[src/rtl/issue_scoreboard.sv]
// issue_scoreboard
//   Decode-stage issue gate. Tracks which architectural registers have a
//   long-latency result (MUL/DIV/REM, loads) still outstanding, and holds the
//   decoder off on RAW/WAW hazards, on a full in-flight table, and while a
//   fence waits for outstanding long ops to drain.
//
//   state | meaning
//   ------+---------------------------------------------------------------
//   RUN   | normal issue; ready follows the hazard checks
//   DRAIN | a fence is waiting for every long op to write back; ready=0
//
// Ports
//   clk_i, rst_i         clock (rising edge), async active-low reset
//   dec_valid_i          decoder presents an instruction
//   dec_ready_o          instruction accepted this cycle (combinational)
//   rs1/rs2_addr_i/read  source indices and their read enables
//   rd_addr_i            destination index, reg_write_i = writes rd
//   long_op_i            multi-cycle op, completes through wb_valid_i
//   fence_i              instruction waits for zero outstanding long ops
//   flush_i              squash the decode-stage instruction
//   wb_valid_i/addr_i    long-op writeback
//   issue_o, stall_o     handshake outcome (combinational)
//   inflight_o           outstanding long-op count
//   busy_o               per-register busy scoreboard, bit 0 always 0
//   err_o                sticky: writeback to a register that was not busy
module issue_scoreboard #(
    parameter int NUM_REGS     = 32,
    parameter int MAX_INFLIGHT = 4,
    localparam int CNT_W       = $clog2(MAX_INFLIGHT + 1)
) (
    input  logic                clk_i,
    input  logic                rst_i,
    input  logic                dec_valid_i,
    output logic                dec_ready_o,
    input  logic [4:0]          rs1_addr_i,
    input  logic                rs1_read_i,
    input  logic [4:0]          rs2_addr_i,
    input  logic                rs2_read_i,
    input  logic [4:0]          rd_addr_i,
    input  logic                reg_write_i,
    input  logic                long_op_i,
    input  logic                fence_i,
    input  logic                flush_i,
    input  logic                wb_valid_i,
    input  logic [4:0]          wb_addr_i,
    output logic                issue_o,
    output logic                stall_o,
    output logic [CNT_W-1:0]    inflight_o,
    output logic [NUM_REGS-1:0] busy_o,
    output logic                err_o
);

    typedef enum logic {
        ST_RUN   = 1'b0,
        ST_DRAIN = 1'b1
    } state_t;

    state_t              state_q, state_d;
    logic [NUM_REGS-1:0] busy_q, busy_d;
    logic [CNT_W-1:0]    inflight_q, inflight_d;
    logic                err_q, err_d;

    logic [NUM_REGS-1:0] wb_hit;
    logic [NUM_REGS-1:0] eb;
    logic                wb_cnt;
    logic                raw_haz, waw_haz, full_haz;
    logic [CNT_W-1:0]    inflight_next_wb;
    logic                fence_wait;
    logic                ready;
    logic                issue_int;

    // A writeback in this cycle frees its register for the instruction in decode.
    assign wb_hit = wb_valid_i ? (NUM_REGS'(1) << wb_addr_i) : '0;
    assign eb     = busy_q & ~wb_hit;
    // Only a writeback to a busy register retires an in-flight op.
    assign wb_cnt = wb_valid_i & busy_q[wb_addr_i];

    assign raw_haz = (rs1_read_i & eb[rs1_addr_i]) | (rs2_read_i & eb[rs2_addr_i]);
    assign waw_haz = reg_write_i & eb[rd_addr_i];
    // The freed slot must come from a retiring op; an erroneous writeback
    // frees nothing, so relying on it could push the count past MAX.
    assign full_haz = long_op_i & (inflight_q == CNT_W'(MAX_INFLIGHT)) & ~wb_cnt;

    assign inflight_next_wb = inflight_q - CNT_W'(wb_cnt);
    assign fence_wait       = fence_i & (inflight_next_wb != '0);

    always_comb begin
        state_d = state_q;
        ready   = 1'b0;
        case (state_q)
            ST_RUN: begin
                ready = ~(raw_haz | waw_haz | full_haz | fence_wait);
                if (dec_valid_i && !flush_i && fence_wait) begin
                    state_d = ST_DRAIN;
                end
            end
            ST_DRAIN: begin
                if (flush_i || (inflight_q == '0) ||
                    ((inflight_q == CNT_W'(1)) && wb_cnt)) begin
                    state_d = ST_RUN;
                end
            end
            default: state_d = ST_RUN;
        endcase
    end

    assign issue_int = dec_valid_i & ready & ~flush_i;

    // Reset gating only shapes the handshake outputs; flops are held by the
    // async reset anyway.
    assign dec_ready_o = ready & rst_i;
    assign issue_o     = issue_int & rst_i;
    assign stall_o     = rst_i ? (dec_valid_i & ~ready & ~flush_i) : dec_valid_i;

    always_comb begin
        // Clear the retiring register first so a same-cycle issue to the
        // same rd leaves it busy for the new op.
        busy_d = busy_q & ~wb_hit;
        if (issue_int && long_op_i && reg_write_i && (rd_addr_i != 5'd0)) begin
            busy_d[rd_addr_i] = 1'b1;
        end
        busy_d[0] = 1'b0;

        inflight_d = inflight_q + CNT_W'(issue_int & long_op_i) - CNT_W'(wb_cnt);
        err_d      = err_q | (wb_valid_i & ~busy_q[wb_addr_i]);
    end

    always_ff @(posedge clk_i or negedge rst_i) begin
        if (!rst_i) begin
            state_q    <= ST_RUN;
            busy_q     <= '0;
            inflight_q <= '0;
            err_q      <= 1'b0;
        end else begin
            state_q    <= state_d;
            busy_q     <= busy_d;
            inflight_q <= inflight_d;
            err_q      <= err_d;
        end
    end

    assign inflight_o = inflight_q;
    assign busy_o     = busy_q;
    assign err_o      = err_q;

endmodule

[config.mk]
export PLATFORM = sky130hd
export DESIGN_NAME = issue_scoreboard
export DESIGN_NICKNAME = d
export VERILOG_FILES = /design/src/rtl/issue_scoreboard.sv
export SDC_FILE = /design/constraint.sdc
export NUM_CORES = 1
export LEC_CHECK = 0
export BUFFER_PORTS_ARGS = -buffer_cell sky130_fd_sc_hd__clkbuf_2
export CORE_MARGIN = 8
export CORE_UTILIZATION = 30
export DETAILED_ROUTE_END_ITERATION = 10
export PLACE_DENSITY = 0.47
export RECOVER_POWER = 25
export SYNTH_ARGS = -nofsm -noshare
export SYNTH_HDL_FRONTEND = slang
export SYNTH_SLANG_ARGS = --single-unit
[constraint.sdc]
create_clock -name clk_i -period 5 [get_ports clk_i]
set_input_delay 0.75 -clock clk_i [delete_from_list [all_inputs] [get_ports clk_i]]
set_output_delay 0.75 -clock clk_i [all_outputs]
set_load 0.01 [all_outputs]
==> results.yml, run 1 <==
yosys:
  synth_common_cells: "dfrtp_1 (36), o21ai_0 (34), nand2_1 (33)"
  post-synth-top-count-cell: "dfrtp_1"
  ys_types: 66
  syn_inst: 408
  yosysWarnings: 0
  netlist_area_um2: 3560
  yosysSeqAreaShare_pct: 25.3
  avgSynthCellArea_um2: 8.74
  synthFlopType: "dfrtp_1"
  async_flop_share_pct: 100
  yosysTopAreaCellShare_pct: 25.3
  synth_area_leader_cell: "dfrtp_1"
  yosys-top-cells-area: "dfrtp_1 (25%), mux4_2 (7.6%), mux2i_1 (7.3%)"
  syn-num-nets: 442
  yosys_register_bits: 36
  synth_edf_count: 0
clock_network:
  postCtsHoldBufs: 0
  clk_latency_ns: 0.28
  root_buffer: "clkbuf_16"
  cts_buffer_depth: 2
  clock-sinks: 36
  clk_pin_slew_ns: 0.06
  htree_levels: 2
  numCtsBuffers: 5
  cts_tree: "yes"
sta:
  fin_crit_ns: 4.88
  tightestPinTransition_ns: 1.60
  maxSlewHeadroom_pct: -6.95
  report.final.slew_viol_count: 30
  fin_crit_sh_pct: 97.6
  fmax_mhz: 205
  fin_skew_ns: 0.00278
  rsz0062_at_grt: "no"
  finalWorstSetupSlack_ns: 0.122
  setup_viol: 0
  final_hold_viol_count: 0
hold_path:
  worstHoldEndpoint: "err_o"
  worst_hold_startpoint: "err_o"
  min_path_type: "flip-flop to flip-flop"
  whs_path_depth: 1
placed_design:
  placed_cells: 625
  port_buffers: 67
  hpwl_mm: 11.7
  gp_congestion: 0.978
  dp_slack_ns: -0.290
grt:
  grt_antenna_before_repair: 0
  grt_pass1_wl_mm: 23.2
  grt_pass1_vias: 3885
  grt_max_degree: 31
  grt.total_usage_pct: 18.8
  grt_remaining_overflow: 0
route:
  antenna_left: 0
  vias: 3891
  wl_per_cell_um: 23.4
  drtIter0Drc: 539
  first_pass_iters: 5
  drc: 0
  via_per_inst: 6.12
  wl_mm: 14.9
worst_setup_path:
  critPathKind: "primary input to output pin"
  cpMaxStageDelayCell: "mux4_2"
  end_kind: "output pin"
  reg2reg_slack_ns: 0.43
  r2r_start: "busy_o[31]"
  arrival_ns: 4.13
  critPathTopFamily: "simple AND/OR/NAND/NOR gates"
  crit_buf_inv: 3
  crit_required_ns: 4.25
  cp_slowest_stage_delay_ns: 0.51
  crit_chain: "buf_8 > mux4_2 > mux4_2 > inv_2 > a22oi_2 > and2_4 > ha_2 > xnor2_2 > a31oi_2 > nor3_2 > o21ai_1 > or4b_4 > or3_4 > a22o_1 > buf_2"
  reg2reg_depth: 20
  cp-start-kind: "primary input"
  crit-reg2reg-capture: "inflight_o[2]"
  cp_common_cell: "mux4_2"
  crit_fanout: 6
floorplanning:
  dieArea_um2: 15600
  start_util_pct: 30.2
  fp-row-count: 40
  die-width_um: 125
  pin_count: 69
  die_h_um: 125
  core-area_um2: 11800
finish:
  multiInputGateArea_um2: 2440
  drive_above_1_share_pct: 32.3
  fin_nets: 522
  register_area_um2: 901
  area_delta_synth_final_pct: 22.9
  nFillCells: 1246
  diodes: 0
  final_cell_count_no_fill: 636
pwr:
  p_leak_uw: 0.00191
  power.density_nw_per_um2: 238
  peakVddDrop_v: 0.0000968
outcome:
  outcome: "finished with violations"
  violations: "capacitance limit, slew limit"
job:
  maxCapViolCount: 1
stage by stage:
step           utilization (%)  power, µW  area (µm²)  hold slack, ns  setup TNS, ns
2_1_floorplan                -        577        3560           0.454              0
3_5_place_dp              35.2        694        4160           0.487         -0.566
6_report                  37.1       1040        4380           0.491              0
5_1_grt                   37.1       1090        4380           0.514              0
4_1_cts                   36.5       1020        4310           0.365              0
3_3_place_gp              35.2        696        4160           0.486         -0.118
power by group:
part / internal [µW] / total, µW / switching, µW
logic: 148 / 368 / 220
clock network: 196 / 320 / 124
registers: 317 / 352 / 35.1
total: 662 / 1040 / 379
how the worst max path moves through the flow:
stage | cells past startpoint | startpoint | to
2_1_floorplan | 21 | wb_addr_i[0] | inflight_o[2]
3_3_place_gp | 20 | wb_addr_i[0] | inflight_o[2]
3_5_place_dp | 20 | wb_addr_i[0] | inflight_o[2]
4_1_cts | 15 | wb_addr_i[0] | stall_o
6_report | 15 | wb_addr_i[0] | stall_o
5_1_grt | 15 | wb_addr_i[0] | stall_o
worst register-to-register path, delay by kind of cell, from the launching register on:
family | cells | cell delay (ns)
DFF | 1 | 0.41
adders and majority gates | 4 | 1.03
AOI/OAI and AO/OA | 3 | 0.27
buffers and inverters | 3 | 0.26
muxes | 2 | 0.97
and+or+nand+nor | 5 | 1.09
xor gates and xnor gates | 3 | 0.43
per-layer routing:
metal	up-vias	track usage, %	part of all wire (%)
met1	1897	24.8	42
met2	236	30.3	47
met4	0	6.66	2.4
met3	29	3.44	8.8
li1	1729	-	-
met5	-	0	0
registers in the layout, indices dropped and copies added (netlist names):
| register | cells |
|---|---|
| busy_o | 31 |
| inflight_o | 3 |
| err_o | 1 |
| state_q | 1 |
cells in the final DEF (no fill, tap or decap), types with 4 or more instances in the layout:
| master | n |
|---|---|
| mux2_2 | 9 |
| mux4_2 | 12 |
| dfrtp_1 | 36 |
| o31ai_2 | 6 |
| clkbuf_16 | 5 |
| nor2_1 | 22 |
| nand3_1 | 16 |
| nand2_1 | 33 |
| inv_1 | 14 |
| nand4_1 | 12 |
| buf_4 | 40 |
| nor3_1 | 11 |
| o211ai_1 | 6 |
| o21ai_0 | 33 |
| a31oi_1 | 6 |
| nor2b_1 | 6 |
| o31ai_1 | 24 |
| nand2b_1 | 11 |
| a311oi_1 | 4 |
| xor2_1 | 4 |
| clkbuf_2 | 64 |
| and3_1 | 4 |
| a21oi_1 | 6 |
| mux2i_1 | 26 |
kinds of logic after synthesis:
family                   count (synthesis)  share of synthesized area, %
AND/OR/NAND/NOR                        144                          22.1
flip-flops                              36                          25.3
AO/OA/AOI/OAI                          119                          23.7
adder cells (fa/ha/maj)                  4                          1.61
other                                    1                         0.105
multiplexers                            47                          17.7
buffers and inverters                   50                          7.58
XOR/XNOR                                 7                          1.93
final cells by class:
class / count / share of cell area [%]
Sequential cell: 36 / 20.6
Multi-Input combinational cell: 322 / 55.8
Clock inverter: 2 / 0.229
Timing Repair Buffer: 108 / 14.8
Inverter: 15 / 1.29
Tap cell: 147 / 4.20
Clock buffer: 6 / 3.17
repair_timing:
action / 4_1_cts / 5_1_grt
pin swaps: 1 / 6
endpoints found under the setup margin: 3 / 4
buffers inserted: 0 / 3
endpoints found under the hold margin: 0 / 0
gates resized for setup: 2 / 15
(Power assumes the default switching activity.)
==> run 2, diff against run 1 <==
CORE_ASPECT_RATIO = 0.7   (was default)
RECOVER_POWER = 100   (was 25)
SETUP_SLACK_MARGIN = 0.5   (was default)
==> run 2 against run 1 <==
  * Critical endpoint unchanged
  * Count of clock-buffer cells in the layout unchanged
  * Via count up 1.4%
  * Cell area down 1.7%
  * Final cell count up 1.6%
  * Routed wire length up 5.2%
  * Hold slack worse by 0.0025 ns
  * Sequential share of layout area up 0.36 points
  * Highest routed layer unchanged
  * First-iteration DRC count down 30%
  * Sequential cell count unchanged
  * The run now ends clean
  * Worst setup slack better by 0.11 ns
==> results.yml, run 2 (synthesis gave the netlist of run 1 again) <==
outcome:
  outcome: "complete, no violations"
finish:
  nFillCells: 1227
  fin_nets: 521
  area_delta_synth_final_pct: 20.8
  mostFrequentLayoutCells: "clkbuf_2 (40), clkbuf_1 (39), dfrtp_1 (36)"
  multiInputGateArea_um2: 2430
  register_area_um2: 901
  largest_reg_flops: 31
  fin_util_pct: 37.0
  drive_above_1_share_pct: 23.0
  final_common_cell: "clkbuf_2"
placed_design:
  hpwl_mm: 12.2
  gp_congestion: 0.938
  dp_slack_ns: -0.141
  port_buffers: 67
sta:
  fin_crit_ns: 4.76
  report.final.slew_viol_count: 0
  fmax_mhz: 210
  holdWs_ns: 0.489
  finalWorstSetupSlack_ns: 0.237
  final_hold_viol_count: 0
  final.setup.tns_ns: 0
  tightestPinTransition_ns: 1.32
  fin_crit_sh_pct: 95.3
  setup_viol: 0
  rsz0062_at_grt: "yes"
  fin_skew_ns: 0.00283
  maxSlewHeadroom_pct: 11.9
worst_setup_path:
  cp-startpoint: "wb_addr_i[0]"
  crit_fanout: 7
  end_kind: "output pin"
  crit_required_ns: 4.25
  crit-reg2reg-capture: "inflight_o[2]"
  arrival_ns: 4.01
  reg2reg_slack_ns: 0.42
  critPathKind: "primary input to output pin"
  r2r_start: "busy_o[24]"
  endpoint: "stall_o"
  cp-start-kind: "primary input"
  reg2reg_depth: 19
pwr:
  clkPwrFrac_pct: 30.9
  switching_power_uw: 381
  p_int_uw: 650
  p_seq_share_pct: 34.6
  power.total_uw: 1030
  power.density_nw_per_um2: 240
  p_leak_uw: 0.00177
  swShare_pct: 37.0
  peakVddDrop_v: 0.000103
  comb_power_share_pct: 34.5
floorplanning:
  dieArea_um2: 15700
  fp-row-count: 33
  core-area_um2: 11600
  start_util_pct: 30.6
  pin_count: 69
  die_h_um: 107
  die-width_um: 146
route:
  antenna_left: 0
  via_per_inst: 6.11
  first_pass_iters: 5
  wl_mm: 15.7
  wl_per_cell_um: 24.3
  vias: 3944
  drc: 0
  drtIter0Drc: 379
clock_network:
  cts_buffer_depth: 2
  clk_latency_ns: 0.28
  numCtsBuffers: 5
  clock-sinks: 36
  clk_pin_slew_ns: 0.06
  htree_levels: 2
  root_buffer: "clkbuf_16"
  cts_tree: "yes"
grt:
  grt.total_usage_pct: 19.6
  grt_remaining_overflow: 0
  grt_pass1_vias: 3811
  grt_pass1_wl_mm: 23.6
  grt_antenna_before_repair: 1
  grt_max_degree: 31
job:
  maxCapViolCount: 0
hold_path:
  min_path_type: "flip-flop to flip-flop"
==> run 2: cell types whose count changed in the layout (fill, tap and decap cells not counted), sizes merged <==
cell,change
diode,+1
buf,-15
clkbuf,+14
==> run 2: power by group through the flow <==
stage               clock network, µW  logic, µW  registers, µW
detailed placement                  0        351            359
global route                      336        385            358
finish                            319        356            357
CTS                               323        367            356
floorplan                           0        229            359
global placement                    0        347            360
==> run 2: layout make-up <==
type,count,area share [%]
tap,157,4.56
clock buffer,6,3.23
inverter,15,1.31
timing repair buffer,107,13.3
clock inverter,2,0.232
multi-input combinational,322,56.3
antenna,1,0.0581
sequential,36,20.9
==> run 2: repair_timing <==
item                       CTS  global route
buffers inserted             3             1
hold buffers                 0             0
gates resized for setup      7             2
pin swaps                    8             2
setup endpoints to repair    5             5
==> run 2: per-stage QoR <==
step                      area [µm²]  instances
after floorplan                 3610        408
after detailed placement        4180        633
after CTS                       4390        644
final                           4310        646
after global routing            4300        645
after global placement          4180        633
==> run 2: worst min-delay path by stage <==
stage / startpoint / to / cells past startpoint
2_1_floorplan: rst_i / busy_o[10] / 0
3_3_place_gp: err_o / err_o / 1
3_5_place_dp: err_o / err_o / 1
4_1_cts: rst_i / inflight_o[0] / 1
5_1_grt: err_o / err_o / 1
6_report: err_o / err_o / 1
==> run 2: critical path, cell delays in order <==
cell,delay [ns]
clkbuf_16,0.13
mux4_2,0.50
mux4_2,0.47
inv_1,0.08
a22oi_2,0.06
and2_4,0.17
ha_4,0.16
xnor2_2,0.13
a31oi_1,0.12
nor3_1,0.17
o21ai_0,0.12
or4b_4,0.50
or3_4,0.36
a22o_1,0.18
clkbuf_1,0.12
==> run 2: routing by layer <==
metal | GRT usage (%) | wire length [µm] | up-vias
met1 | 28.2 | 7160 | 1934
met4 | 5.57 | 294 | 0
met2 | 27.9 | 6520 | 248
met5 | 0 | 0 | -
li1 | - | - | 1737
met3 | 5.51 | 1700 | 25
